### config.mk
export PLATFORM = sky130hd
export DESIGN_NAME = uart_rx_deserializer_flat
export DESIGN_NICKNAME = d
export VERILOG_FILES = /design/src/rtl/uart_rx_deserializer_if.sv /design/src/rtl/uart_rx_deserializer.sv /design/src/flat_wrapper.sv
export SDC_FILE = /design/constraint.sdc
export NUM_CORES = 1
export LEC_CHECK = 0
export CAP_MARGIN = 20
export CORE_AREA = 2 2 71 73
export DETAILED_ROUTE_END_ITERATION = 7
export DIE_AREA = 0 0 73 75
export HOLD_SLACK_MARGIN = 0.03
export PLACE_DENSITY = 0.53
export SETUP_SLACK_MARGIN = 0.3
export SYNTH_ARGS = -nofsm -noshare
export SYNTH_HDL_FRONTEND = slang
export SYNTH_SLANG_ARGS = --single-unit
### constraint.sdc
create_clock -name clk -period 2.15 [get_ports clk]
set_input_delay 0.3225 -clock clk [delete_from_list [all_inputs] [get_ports clk]]
set_output_delay 0.3225 -clock clk [all_outputs]
set_load 0.03 [all_outputs]
### src/rtl/uart_rx_deserializer_if.sv
// Receive deserializer bundle: serial line and start pulse in,
// assembled word, strobe and error flags out.
interface uart_rx_deserializer_if #(
    parameter int DATA_BITS = 8
);
    logic                 rxbit;
    logic                 start_det;
    logic [DATA_BITS-1:0] data;
    logic                 valid;
    logic                 frame_err;
    logic                 parity_err;
    logic                 busy;

    modport master (
        output rxbit, start_det,
        input  data, valid, frame_err, parity_err, busy
    );

    modport slave (
        input  rxbit, start_det,
        output data, valid, frame_err, parity_err, busy
    );
endinterface

### src/rtl/uart_rx_deserializer.sv
// UART receive deserializer: times mid-bit samples after start_det,
// shifts LSB-first data, checks optional parity and the stop bit.
module uart_rx_deserializer #(
    parameter int DATA_BITS  = 8,
    parameter int OVERSAMPLE = 16,
    parameter int FIRST_MID  = 12,
    parameter int PARITY_EN  = 0,
    parameter int PARITY_ODD = 0
) (
    input logic                  clk,
    input logic                  rst,
    uart_rx_deserializer_if.slave bus
);
    localparam int CW = (OVERSAMPLE > 1) ? $clog2(OVERSAMPLE) : 1;
    localparam int IW = (DATA_BITS > 1) ? $clog2(DATA_BITS) : 1;

    localparam logic [1:0] IDLE   = 2'd0;
    localparam logic [1:0] DATA   = 2'd1;
    localparam logic [1:0] PARITY = 2'd2;
    localparam logic [1:0] STOP   = 2'd3;

    localparam logic [CW-1:0] FIRST_LD = CW'(FIRST_MID - 1);
    localparam logic [CW-1:0] BIT_LD   = CW'(OVERSAMPLE - 1);
    localparam logic [IW-1:0] LAST_IDX = IW'(DATA_BITS - 1);
    localparam logic          PAR_ON   = (PARITY_EN != 0);
    localparam logic          PAR_ODD  = (PARITY_ODD != 0);

    logic [1:0]           state;
    logic [CW-1:0]        cnt;
    logic [IW-1:0]        idx;
    logic [DATA_BITS-1:0] shreg;
    logic                 parbit;
    logic [DATA_BITS-1:0] data_q;
    logic                 valid_q;
    logic                 fe_q;
    logic                 pe_q;
    logic                 busy_q;
    logic                 at_mid;

    assign at_mid = (cnt == '0);

    always_ff @(posedge clk or posedge rst) begin
        if (rst) begin
            state   <= IDLE;
            cnt     <= '0;
            idx     <= '0;
            shreg   <= '0;
            parbit  <= 1'b0;
            data_q  <= '0;
            valid_q <= 1'b0;
            fe_q    <= 1'b0;
            pe_q    <= 1'b0;
            busy_q  <= 1'b0;
        end else begin
            valid_q <= 1'b0;
            unique case (state)
                IDLE: begin
                    if (bus.start_det) begin
                        cnt    <= FIRST_LD;
                        idx    <= '0;
                        busy_q <= 1'b1;
                        state  <= DATA;
                    end
                end
                DATA: begin
                    if (at_mid) begin
                        shreg[idx] <= bus.rxbit;
                        cnt        <= BIT_LD;
                        if (idx == LAST_IDX)
                            state <= PAR_ON ? PARITY : STOP;
                        else
                            idx <= idx + 1'b1;
                    end else begin
                        cnt <= cnt - 1'b1;
                    end
                end
                PARITY: begin
                    if (at_mid) begin
                        parbit <= bus.rxbit;
                        cnt    <= BIT_LD;
                        state  <= STOP;
                    end else begin
                        cnt <= cnt - 1'b1;
                    end
                end
                STOP: begin
                    if (at_mid) begin
                        valid_q <= 1'b1;
                        data_q  <= shreg;
                        fe_q    <= ~bus.rxbit;
                        // even parity: nonzero XOR is an error; odd flips it
                        pe_q    <= PAR_ON &&
                                   ((^shreg ^ parbit) != PAR_ODD);
                        busy_q  <= 1'b0;
                        state   <= IDLE;
                    end else begin
                        cnt <= cnt - 1'b1;
                    end
                end
                default: state <= IDLE;
            endcase
        end
    end

    assign bus.data       = data_q;
    assign bus.valid      = valid_q;
    assign bus.frame_err  = fe_q;
    assign bus.parity_err = pe_q;
    assign bus.busy       = busy_q;
endmodule

### src/flat_wrapper.sv
// flat-port wrapper written by rule: the top's interface ports become plain ports
module uart_rx_deserializer_flat 
#(
    parameter int DATA_BITS  = 8,
    parameter int OVERSAMPLE = 16,
    parameter int FIRST_MID  = 12,
    parameter int PARITY_EN  = 0,
    parameter int PARITY_ODD = 0
)
  (clk, rst, bus_rxbit, bus_start_det, bus_data, bus_valid, bus_frame_err, bus_parity_err, bus_busy);
  uart_rx_deserializer_if #(.DATA_BITS(DATA_BITS)) bus_i ();
  input logic clk;
  input logic rst;
  input wire logic [$bits(bus_i.rxbit)-1:0] bus_rxbit;
  input wire logic [$bits(bus_i.start_det)-1:0] bus_start_det;
  output wire logic [$bits(bus_i.data)-1:0] bus_data;
  output wire logic [$bits(bus_i.valid)-1:0] bus_valid;
  output wire logic [$bits(bus_i.frame_err)-1:0] bus_frame_err;
  output wire logic [$bits(bus_i.parity_err)-1:0] bus_parity_err;
  output wire logic [$bits(bus_i.busy)-1:0] bus_busy;
  assign bus_i.rxbit = bus_rxbit;
  assign bus_i.start_det = bus_start_det;
  assign bus_data = bus_i.data;
  assign bus_valid = bus_i.valid;
  assign bus_frame_err = bus_i.frame_err;
  assign bus_parity_err = bus_i.parity_err;
  assign bus_busy = bus_i.busy;
  uart_rx_deserializer #(.DATA_BITS(DATA_BITS), .OVERSAMPLE(OVERSAMPLE), .FIRST_MID(FIRST_MID), .PARITY_EN(PARITY_EN), .PARITY_ODD(PARITY_ODD)) u_core (.clk(clk), .rst(rst), .bus(bus_i));
endmodule
==> flow_summary_export.csv, run 1 <==
group,metric,value,unit
outcome,status,"finished, final reports clean",
worst_setup_path,crit_arrival,1980,ps
grt,grt_max_degree,29,
routing,detail_route.first_pass.iterations,4,
sta,max_freq,551.7,MHz
floorplanning,die_area,0.005475,mm^2
synth,synthCells,128,
pwr,peakVddDrop,0.4116,mV
cells_and_area,fin_area,0.001712,mm^2
pwr,p_comb_share,44.4,%
worst_setup_path,cp_top_family,"simple AND/OR/NAND/NOR gates",
cells_and_area,area_growth,25.27,%
cts,hold_buffers,0,
synth,synth_top_family_by_area,"simple AND/OR/NAND/NOR gates",
synth,synth_cell_type_count,33,
worst_setup_path,cp.required,2320,ps
routing,wire_per_inst,12.66,um
floorplanning,die_y,75,um
sta,worst_clock_skew,2.853,ps
cells_and_area,nFillCells,471,
sta,slew_viol_final,0,
grt,track_usage,10.28,%
grt,grt_pass1_vias,967,
cts,cts_buffer_depth,2,
floorplanning,start_util,29.32,%
cells_and_area,final_layout_size_suffix_gt1_share,22.97,%
place,dp_hpwl,1806,um
routing,drt_first_iter_violations,43,
run,cap_violations,0,
cells_and_area,finalNetCount,161,
sta,post-route-min-period,1812,ps
place,routabilityCongestion,0.7474,
worst_setup_path,crit_path_cell_trace,"inv_1 > ha_4 > or3b_4 > nor3_4 > nor2_1 > mux2_4",
sta,post-route-period-util,84.30,%
cts,htreeDepth,1,
synth,syn_area,0.001366,mm^2
worst_setup_path,start_kind,"flop",
cts,cts_tree,"yes",
pwr,p_seq_share,37.2,%
floorplanning,die_w,73,um
synth,synth_top_area_share,51.28,%
worst_setup_path,cp_slowest_cell,"or3b_4",
cells_and_area,antennaDiodeCount,0,
synth,synth_xor_area_share,0,%
sta,worst_slack,337.5,ps
worst_setup_path,cp_slowest_stage_delay,420,ps
routing,vias_per_cell,4.822,
pwr,p_int,0.001429,W
synth,async_flop_share,100.0,%
cts,clk_pin_slew,100,ps
pwr,p_leak,0.7999,nW
routing,routed-via-count,974,
pwr,clkPwrFrac,18.4,%
cts,clock_sinks,28,
cts,numCtsBuffers,3,
synth,synthFlopType,"dfrtp_1",
grt,grt_pass1_wl,4257,um
synth,ys_warn_count,0,
sta,rsz0062_at_grt,"yes",
pwr,p_sw_share,37.47,%
sta,hold_viol_final,0,
floorplanning,rows,25,
grt,overflow,0,
worst_setup_path,worst_setup_path_end_kind,"flop",
synth,synth.area.mux_share,8.516,%
place,dp.cells,196,
cts,cts-root-buf,"clkbuf_8",
pwr,power.density,1335,mW/mm^2
synth,syn_area_per_cell,10.67,um^2
sta,setup_viol_count_final,0,
place,port_buffers,14,
synth,syn-num-nets,140,
place,placed_cell_area,0.001580,mm^2
sta,fin_setup_tns,0,ps
place,dp_slack,277.4,ps
worst_setup_path,critical_path_buf_inv_count,1,
synth,synth_seq_cells,28,
routing,drc,0,
synth,yosysSeqAreaShare,51.28,%
floorplanning,core_area,0.004661,mm^2
cts,clk_latency,280,ps
pwr,power_switching,0.0008561,W
synth,synth_adder_area_share,7.326,%
cells_and_area,finalNonFillerCells,202,
routing,drt-total-wl,2558,um
routing,drtAntennaViolNets,0,
worst_hold_path,min_path_type,"input pin to async pin",
synth,synthSimpleGateAreaFrac,20.60,%
synth,synth_edf_count,0,
grt,antenna_found_initial,0,
synth,synth_compound_area_share,8.608,%
synth,synth_area_leaders,"dfrtp_1 51%, nand2_1 8.0%, mux2_2 7.4%, ha_1 7.3%, inv_1 2.2%",
synth,yosys.area.top_type,"dfrtp_1",
worst_setup_path,crit_type,"flop to flop",
floorplanning,ioPinCount,16,
worst_setup_path,critPathMaxFanout,6,
-- tightest hold or removal path: cells and delay by family --
kind                   cells  cell delay (ps)
buffers and inverters      3              770
-- layout make-up --
type	count	area (um^2)	share of cell area, %
sequential	28	701.9	41.01
multi-input combinational	89	663.1	38.74
timing repair buffer	19	177.7	10.38
tap	54	67.56	3.947
clock buffer	3	41.29	2.412
clock inverter	1	30.03	1.754
inverter	8	30.03	1.754
-- placed cells by master, fill, tap and decap left out, drive strengths merged --
cell           netlist  final
o221ai               1      1
nor4                 1      1
inv                  8      8
nand2               29     29
nor2b                1      1
clkbuf               1      3
nor3                 5      5
nand3                1      1
o22a                 2      2
a22o                 3      3
clkdlybuf4s50        0     14
nand2b               2      2
and4bb               1      1
and3                 1      1
mux2                10     10
dfrtp               28     28
conb                 1      1
buf                  2      5
a2111oi              1      1
and2b                1      1
ha                   8      8
o21ai                5      5
a21oi                2      2
bufinv               0      1
nor2                 5      5
nor3b                5      5
a221oi               1      1
nand3b               1      1
o32a                 1      1
or3b                 1      1
-- repair_timing --
action                                  4_1_cts  5_1_grt
pin swaps                                     1        1
endpoints found under the setup margin        1       12
hold endpoints to repair                      0        0
setup buffers                                 0        2
gates resized for setup                       1       11
-- cells in the mapped netlist (2+ instances only) --
master     n
o22a_1     2
a22o_2     2
ha_1       8
nor2_1     5
inv_1      8
o21ai_0    5
nor3_1     4
a21oi_1    2
nor3b_1    4
mux2_2     9
dfrtp_1   28
nand2b_1   2
nand2_1   29
-- through the flow --
step | total power [W] | util (%) | hold WS [ps]
floorplan | 0.001513 | - | 387.9
global placement | 0.001757 | 33.91 | 447.1
detailed placement | 0.001802 | 33.91 | 447.3
CTS | 0.002228 | 35.49 | 413.5
global route | 0.002451 | 36.72 | 437.3
finish | 0.002285 | 36.72 | 392.2
-- state kept, by name, summed over array words and instances (netlist names) --
signal,flops
u_core.cnt,4
u_core.bus.valid,1
u_core.bus.data,8
u_core.state,2
u_core.idx,3
u_core.bus.busy,1
u_core.bus.frame_err,1
u_core.shreg,8
-- cell families (layout without fill, tap and decap cells) --
group           after synthesis  after routing
compound gates               16             16
fa+ha+maj                     8              8
buf+inv                      11             31
flops                        28             28
mux                          10             10
other cells                   1              1
simple gates                 54             54
-- power groups by stage --
stage	clock network (W)	logic, W	registers, W
after global placement	0	0.000914	0.000843
after global routing	0.000449	0.00112	0.000878
final	0.000420	0.00101	0.000850
after detailed placement	0	0.000951	0.000851
after floorplan	0	0.000577	0.000936
after CTS	0.000430	0.000958	0.000840
-- worst paths after layout --
kind                                        startpoint                        endpoint  slack, ps  cells past startpoint
max                          u_core.cnt[1]$_DFFE_PP0P_       u_core.idx[0]$_DFFE_PP0P_        340                      6
min                                                rst  u_core.bus.data[6]$_DFFE_PP0P_        390                      3
max reg2reg                  u_core.cnt[1]$_DFFE_PP0P_       u_core.idx[0]$_DFFE_PP0P_        340                      6
min reg2reg                u_core.shreg[7]$_DFFE_PP0P_  u_core.bus.data[7]$_DFFE_PP0P_        470                      2
max in group asynchronous                          rst       u_core.idx[1]$_DFFE_PP0P_       1470                      3
min in group clk           u_core.shreg[7]$_DFFE_PP0P_  u_core.bus.data[7]$_DFFE_PP0P_        470                      2
-- routing by layer --
layer | wire length [um] | share of wire (%) | GRT usage [%] | vias up
met5 | 0 | 0 | 0 | -
met3 | 38 | 1.5 | 1.205 | 6
met1 | 1196 | 47 | 12.16 | 472
li1 | - | - | - | 480
met2 | 1229 | 48 | 17.02 | 16
met4 | 93 | 3.6 | 8.025 | 0
Power figures use the tool's default switching activity.
==> run 2: changes to the inputs <==
Settings changed: PLACE_DENSITY 0.53 to 0.55.
Clock period 2.15 ns to 1.5 ns, I/O delays scaled along.
==> run 2 against run 1 <==
- register-to-register slack got worse by 480 ps
- hold slack worse by 87 ps
- the flow now finishes with violations (negative setup slack)
- final area rose by 26%
- wire length is 25% higher
- highest routed layer unchanged
- clock power up 46%
- largest cell class is now multi-input combinational cells
- largest power group unchanged
- cell count grew 14%
- power rose by 87%
- global-route usage rose by 3.2 points
- first-iteration DRC count fell by 4.7%
==> flow_summary_export.csv, run 2 (same netlist as run 1, synthesis figures left out) <==
group,metric,value,unit
worst_hold_path,min_path_type,"input pin to async pin",
grt,grt_pass1_vias,1134,
routing,drc,0,
routing,drt-total-wl,3210,um
cells_and_area,mostFrequentLayoutCell,"dfrtp_1",
run,cap_violations,0,
worst_setup_path,cp_slowest_cell,"dfrtp_1",
pwr,power.density,1986,mW/mm^2
sta,post-route-period-util,109.4,%
worst_setup_path,cp.required,1670,ps
cts,clk_latency,280,ps
cells_and_area,finalNetCount,189,
floorplanning,die_w,73,um
floorplanning,die_y,75,um
cells_and_area,layout_common_cells,"27 x dfrtp_1, 24 x buf_4, 16 x nand2_2",
cells_and_area,area_growth,57.33,%
cells_and_area,nFillCells,432,
place,dp_hpwl,2066,um
worst_setup_path,startpoint,"u_core.state[1]$_DFFE_PP0P_",
grt,track_usage,13.51,%
sta,setup_viol_count_final,14,
sta,rsz0062_at_grt,"yes",
cts,cts_buffer_depth,2,
grt,antenna_found_initial,0,
floorplanning,rows,25,
sta,max_freq,609.4,MHz
worst_setup_path,critPathMaxFanout,3,
pwr,totalPowerFinal,0.004268,W
floorplanning,start_util,29.32,%
cts,htreeDepth,1,
worst_setup_path,crit_arrival,1810,ps
routing,drtAntennaViolNets,0,
cells_and_area,final_layout_size_suffix_gt1_share,63.64,%
cells_and_area,antennaDiodeCount,0,
worst_setup_path,cp_slowest_stage_delay,410,ps
sta,worst_clock_skew,2.873,ps
floorplanning,die_area,0.005475,mm^2
pwr,peakVddDrop,1.084,mV
routing,drt_first_iter_violations,41,
floorplanning,core_area,0.004661,mm^2
floorplanning,ioPinCount,16,
sta,worst_slack,-141.1,ps
pwr,p_leak,1.031,nW
cts,cts_tree,"yes",
routing,wire_per_inst,13.96,um
routing,detail_route.first_pass.iterations,4,
sta,fin_setup_tns,-1256,ps
grt,grt_max_degree,29,
worst_setup_path,crit_path_cell_trace,"inv_2 > ha_2 > and4bb_2 > nand2_4 > nor3b_4 > mux2_4",
grt,grt_pass1_wl,5720,um
grt,overflow,0,
outcome,status,"finished with violations",
routing,vias_per_cell,4.670,
worst_setup_path,reg2regPathDepth,6,
place,routabilityCongestion,0.8895,
cts,cts-root-buf,"clkbuf_8",
cts,numCtsBuffers,3,
routing,routed-via-count,1074,
worst_setup_path,crit_type,"flop to flop",
cts,clk_pin_slew,100,ps
worst_setup_path,r2r-start,"u_core.state[1]$_DFFE_PP0P_",
cts,clock_sinks,28,
outcome,violations,"negative setup slack",
sta,slew_viol_final,0,
worst_setup_path,worst_setup_path_end_kind,"flop",
place,port_buffers,14,
sta,hold_viol_final,0,
sta,post-route-min-period,1641,ps
worst_setup_path,start_kind,"flop",
[run 2: cell count changes in the layout (fill, tap and decap cells not counted), sizes merged]
cell           previous run  this run
buf                       5        43
clkdlybuf4s15             0         1
clkdlybuf4s50            14         3
[run 2: routing by layer]
layer | wire [um] | vias up | GRT usage [%]
met5 | 0 | - | 0
met4 | 15 | 0 | 1.852
met3 | 111 | 2 | 3.347
met2 | 1593 | 18 | 22.92
met1 | 1490 | 517 | 17.99
li1 | - | 537 | -
[run 2: area by class of cell]
| cell class | instances | area (um^2) | area share, % |
|---|---|---|---|
| timing repair buffer | 47 | 380.4 | 17.70 |
| tap | 54 | 67.56 | 3.143 |
| multi-input combinational | 89 | 890.9 | 41.44 |
| clock buffer | 3 | 41.29 | 1.921 |
| clock inverter | 1 | 30.03 | 1.397 |
| inverter | 8 | 37.54 | 1.746 |
| sequential | 28 | 701.9 | 32.65 |
[run 2: report_power, final]
group	internal, W	total (W)	switching (W)
combinational	0.00130	0.00250	0.00120
clock	0.000358	0.000612	0.000255
sequential	0.000993	0.00116	0.000166
total	0.00265	0.00427	0.00162
[run 2: final timing paths]
check | end | slack, ps
max | u_core.shreg[5]$_DFFE_PP0P_ | -140
min | u_core.bus.valid$_DFF_PP0_ | 310
max reg2reg | u_core.shreg[5]$_DFFE_PP0P_ | -140
min reg2reg | u_core.bus.data[1]$_DFFE_PP0P_ | 470
max in group asynchronous | u_core.idx[1]$_DFFE_PP0P_ | 910
min in group clk | u_core.bus.data[1]$_DFFE_PP0P_ | 470
[run 2: critical path, delay by kind of cell (launching register included)]
family	cells	cell delay, ps
muxes	1	310
adders and majority gates	1	160
DFF	1	410
buffers and inverters	1	70
and+or+nand+nor	3	590
[run 2: metrics by stage]
stage          hold slack, ps  cells  instance area (um^2)  utilization [%]  worst slack [ps]
6_report                305.2    230                  2150            46.12            -141.1
5_1_grt                 343.4    230                  2150            46.12            -220.6
4_1_cts                 317.4    228                  2107            45.21            -132.1
3_5_place_dp            452.4    218                  1834            39.36            -117.8
3_3_place_gp            450.1    218                  1834            39.36            -108.7
2_1_floorplan           290.3    128                  1471                -            -143.4
[run 2: repair_timing]
| action | in CTS | in global routing |
|---|---|---|
| setup endpoints to repair | 39 | 35 |
| resized for setup | 84 | 32 |
| pin swaps | 31 | 11 |
| gates cloned | 2 | 0 |
| setup buffers | 4 | 2 |
| hold buffers | 0 | 0 |
==> patch (settings of run 1) <==
`PARITY_EN` is set to 0 in 2 places; all go to 1.
--- a/src/rtl/uart_rx_deserializer.sv
+++ b/src/rtl/uart_rx_deserializer.sv
@@ -5,5 +5,5 @@
     parameter int OVERSAMPLE = 16,
     parameter int FIRST_MID  = 12,
-    parameter int PARITY_EN  = 0,
+    parameter int PARITY_EN  = 1,
     parameter int PARITY_ODD = 0
 ) (
--- a/src/flat_wrapper.sv
+++ b/src/flat_wrapper.sv
@@ -5,5 +5,5 @@
     parameter int OVERSAMPLE = 16,
     parameter int FIRST_MID  = 12,
-    parameter int PARITY_EN  = 0,
+    parameter int PARITY_EN  = 1,
     parameter int PARITY_ODD = 0
 )
Formal check against the unedited RTL: same outputs for any inputs over 10 cycles, from zero or initial values and one cycle with rst high; that may be too few to reach the edited logic, so the function may still have changed.
==> patch against run 1 <==
Sequential share of layout area fell by 1.4 points. Cell count up 0.50%. Synthesized area grew 13%. Power is 14% higher. Worst setup slack gained 0.044 ns. Sequential cell count is 2 higher. Routed wire length rose by 11%. Hold slack improved by 0.028 ns. Cell area rose by 11%. Die area did not move.
==> patch: results (changes against run 1) <==
* Leakage power at 0.880 nW (was 0.800 nW)
* Synth unique cells at 34 (was 33)
* Syn Nets at 141 (was 140)
* CP max stage delay at 0.56 ns (was 0.42 ns)
* Met2 Usage GRT at 17.7% (was 17.0%)
* Mapped Cells at 130 (was 128)
* Crit path DAT at 1.92 ns (was 1.98 ns)
* Global-route wire length before repair at 4890 µm (was 4260 µm)
* Count of buffers from port buffering at 15 (was 14)
* Fillers at 448 (was 471)
* Sequential power share at 34.9% (was 37.2%)
* Largest net degree at the start of global routing at 31 (was 29)
* Clock power frac at 21.8% (was 18.4%)
* Dpl cell area at 0.00174 mm² (was 0.00158 mm²)
* Vias/cell at 4.87 (was 4.82)
* Register Area at 751 µm² (was 702 µm²)
* M1 GR Usage at 15.9% (was 12.2%)
* Grt met3 use at 4.28% (was 1.20%)
* Hpwl dp at 2100 µm (was 1810 µm)
* Switching fraction of total power at 36.2% (was 37.5%)
* Placer congestion estimate at 0.859 (was 0.747)
* Leading cell types by count after synthesis: dfrtp_1, mux2_2, inv_1 (was nand2_1, dfrtp_1, mux2_2)
* Top area cells in the synthesized netlist: dfrtp_1, mux2_2, ha_1, mux2i_1, xnor2_1 (was dfrtp_1, nand2_1, mux2_2, ha_1, inv_1)
* H-tree levels at 2 (was 1)
* Final Skew at 0.00543 ns (was 0.00285 ns)
* Nets at 160 (was 161)
* Vias in the first global route at 1031 (was 967)
* Number of buffers created by CTS at 5 (was 3)
* DRT iter0 DRCs at 34 (was 43)
* Final cell count without fillers at 203 (was 202)
* Routed WL per cell at 14.0 µm (was 12.7 µm)
* Layout cells sized above 1 at 26.2% (was 23.0%)
* Status: finished clean (unchanged)
==> patch: per-layer routing <==
layer	part of all wire, %	wire length [µm]
met1	48	1360
met2	46	1300
met3	4.6	131
met4	1.9	53
met5	0	0
==> patch: repair_timing <==
item                                    in CTS  in global routing
gates cloned                                 0                  0
hold endpoints to repair                     0                  0
endpoints found under the setup margin      13                 16
pin swaps                                    0                  1
buffers inserted                             0                  0
resized for setup                            2                  8
==> patch: path summary, 6_finish.rpt <==
| path | startpoint | to | slack, ns | cells after the start |
|---|---|---|---|---|
| setup / recovery | u_core.idx[1] | u_core.idx[0] | 0.38 | 4 |
| hold / removal | rst | u_core.bus.valid | 0.42 | 3 |
| setup reg to reg | u_core.idx[1] | u_core.idx[0] | 0.38 | 4 |
| hold reg to reg | u_core.bus.parity_err | u_core.bus.parity_err | 0.48 | 2 |
| max in group asynchronous | rst | u_core.cnt[3] | 1.45 | 3 |
| min in group clk | u_core.bus.parity_err | u_core.bus.parity_err | 0.48 | 2 |
==> patch: area by class of cell <==
class | count | share of cell area (%)
Clock buffer | 6 | 4.36
Timing Repair Buffer | 16 | 8.32
Inverter | 11 | 2.44
Sequential cell | 30 | 39.6
Multi-Input combinational cell | 85 | 40.1
Tap cell | 54 | 3.57
Clock inverter | 1 | 1.59
==> patch: cell families (layout without fill, tap and decap cells) <==
group | after synthesis | count (layout) | share of synthesized area [%]
and+or+nand+nor | 34 | 34 | 14.0
DFF | 30 | 30 | 48.7
muxes | 22 | 22 | 15.7
AOI/OAI and AO/OA | 15 | 15 | 6.33
buffers and inverters | 15 | 34 | 4.70
adders and majority gates | 7 | 7 | 5.68
xor gates and xnor gates | 7 | 7 | 4.87
==> patch: worst min-delay path, delay by kind of cell <==
family   cells  cell delay, ns
buf+inv      3            0.79
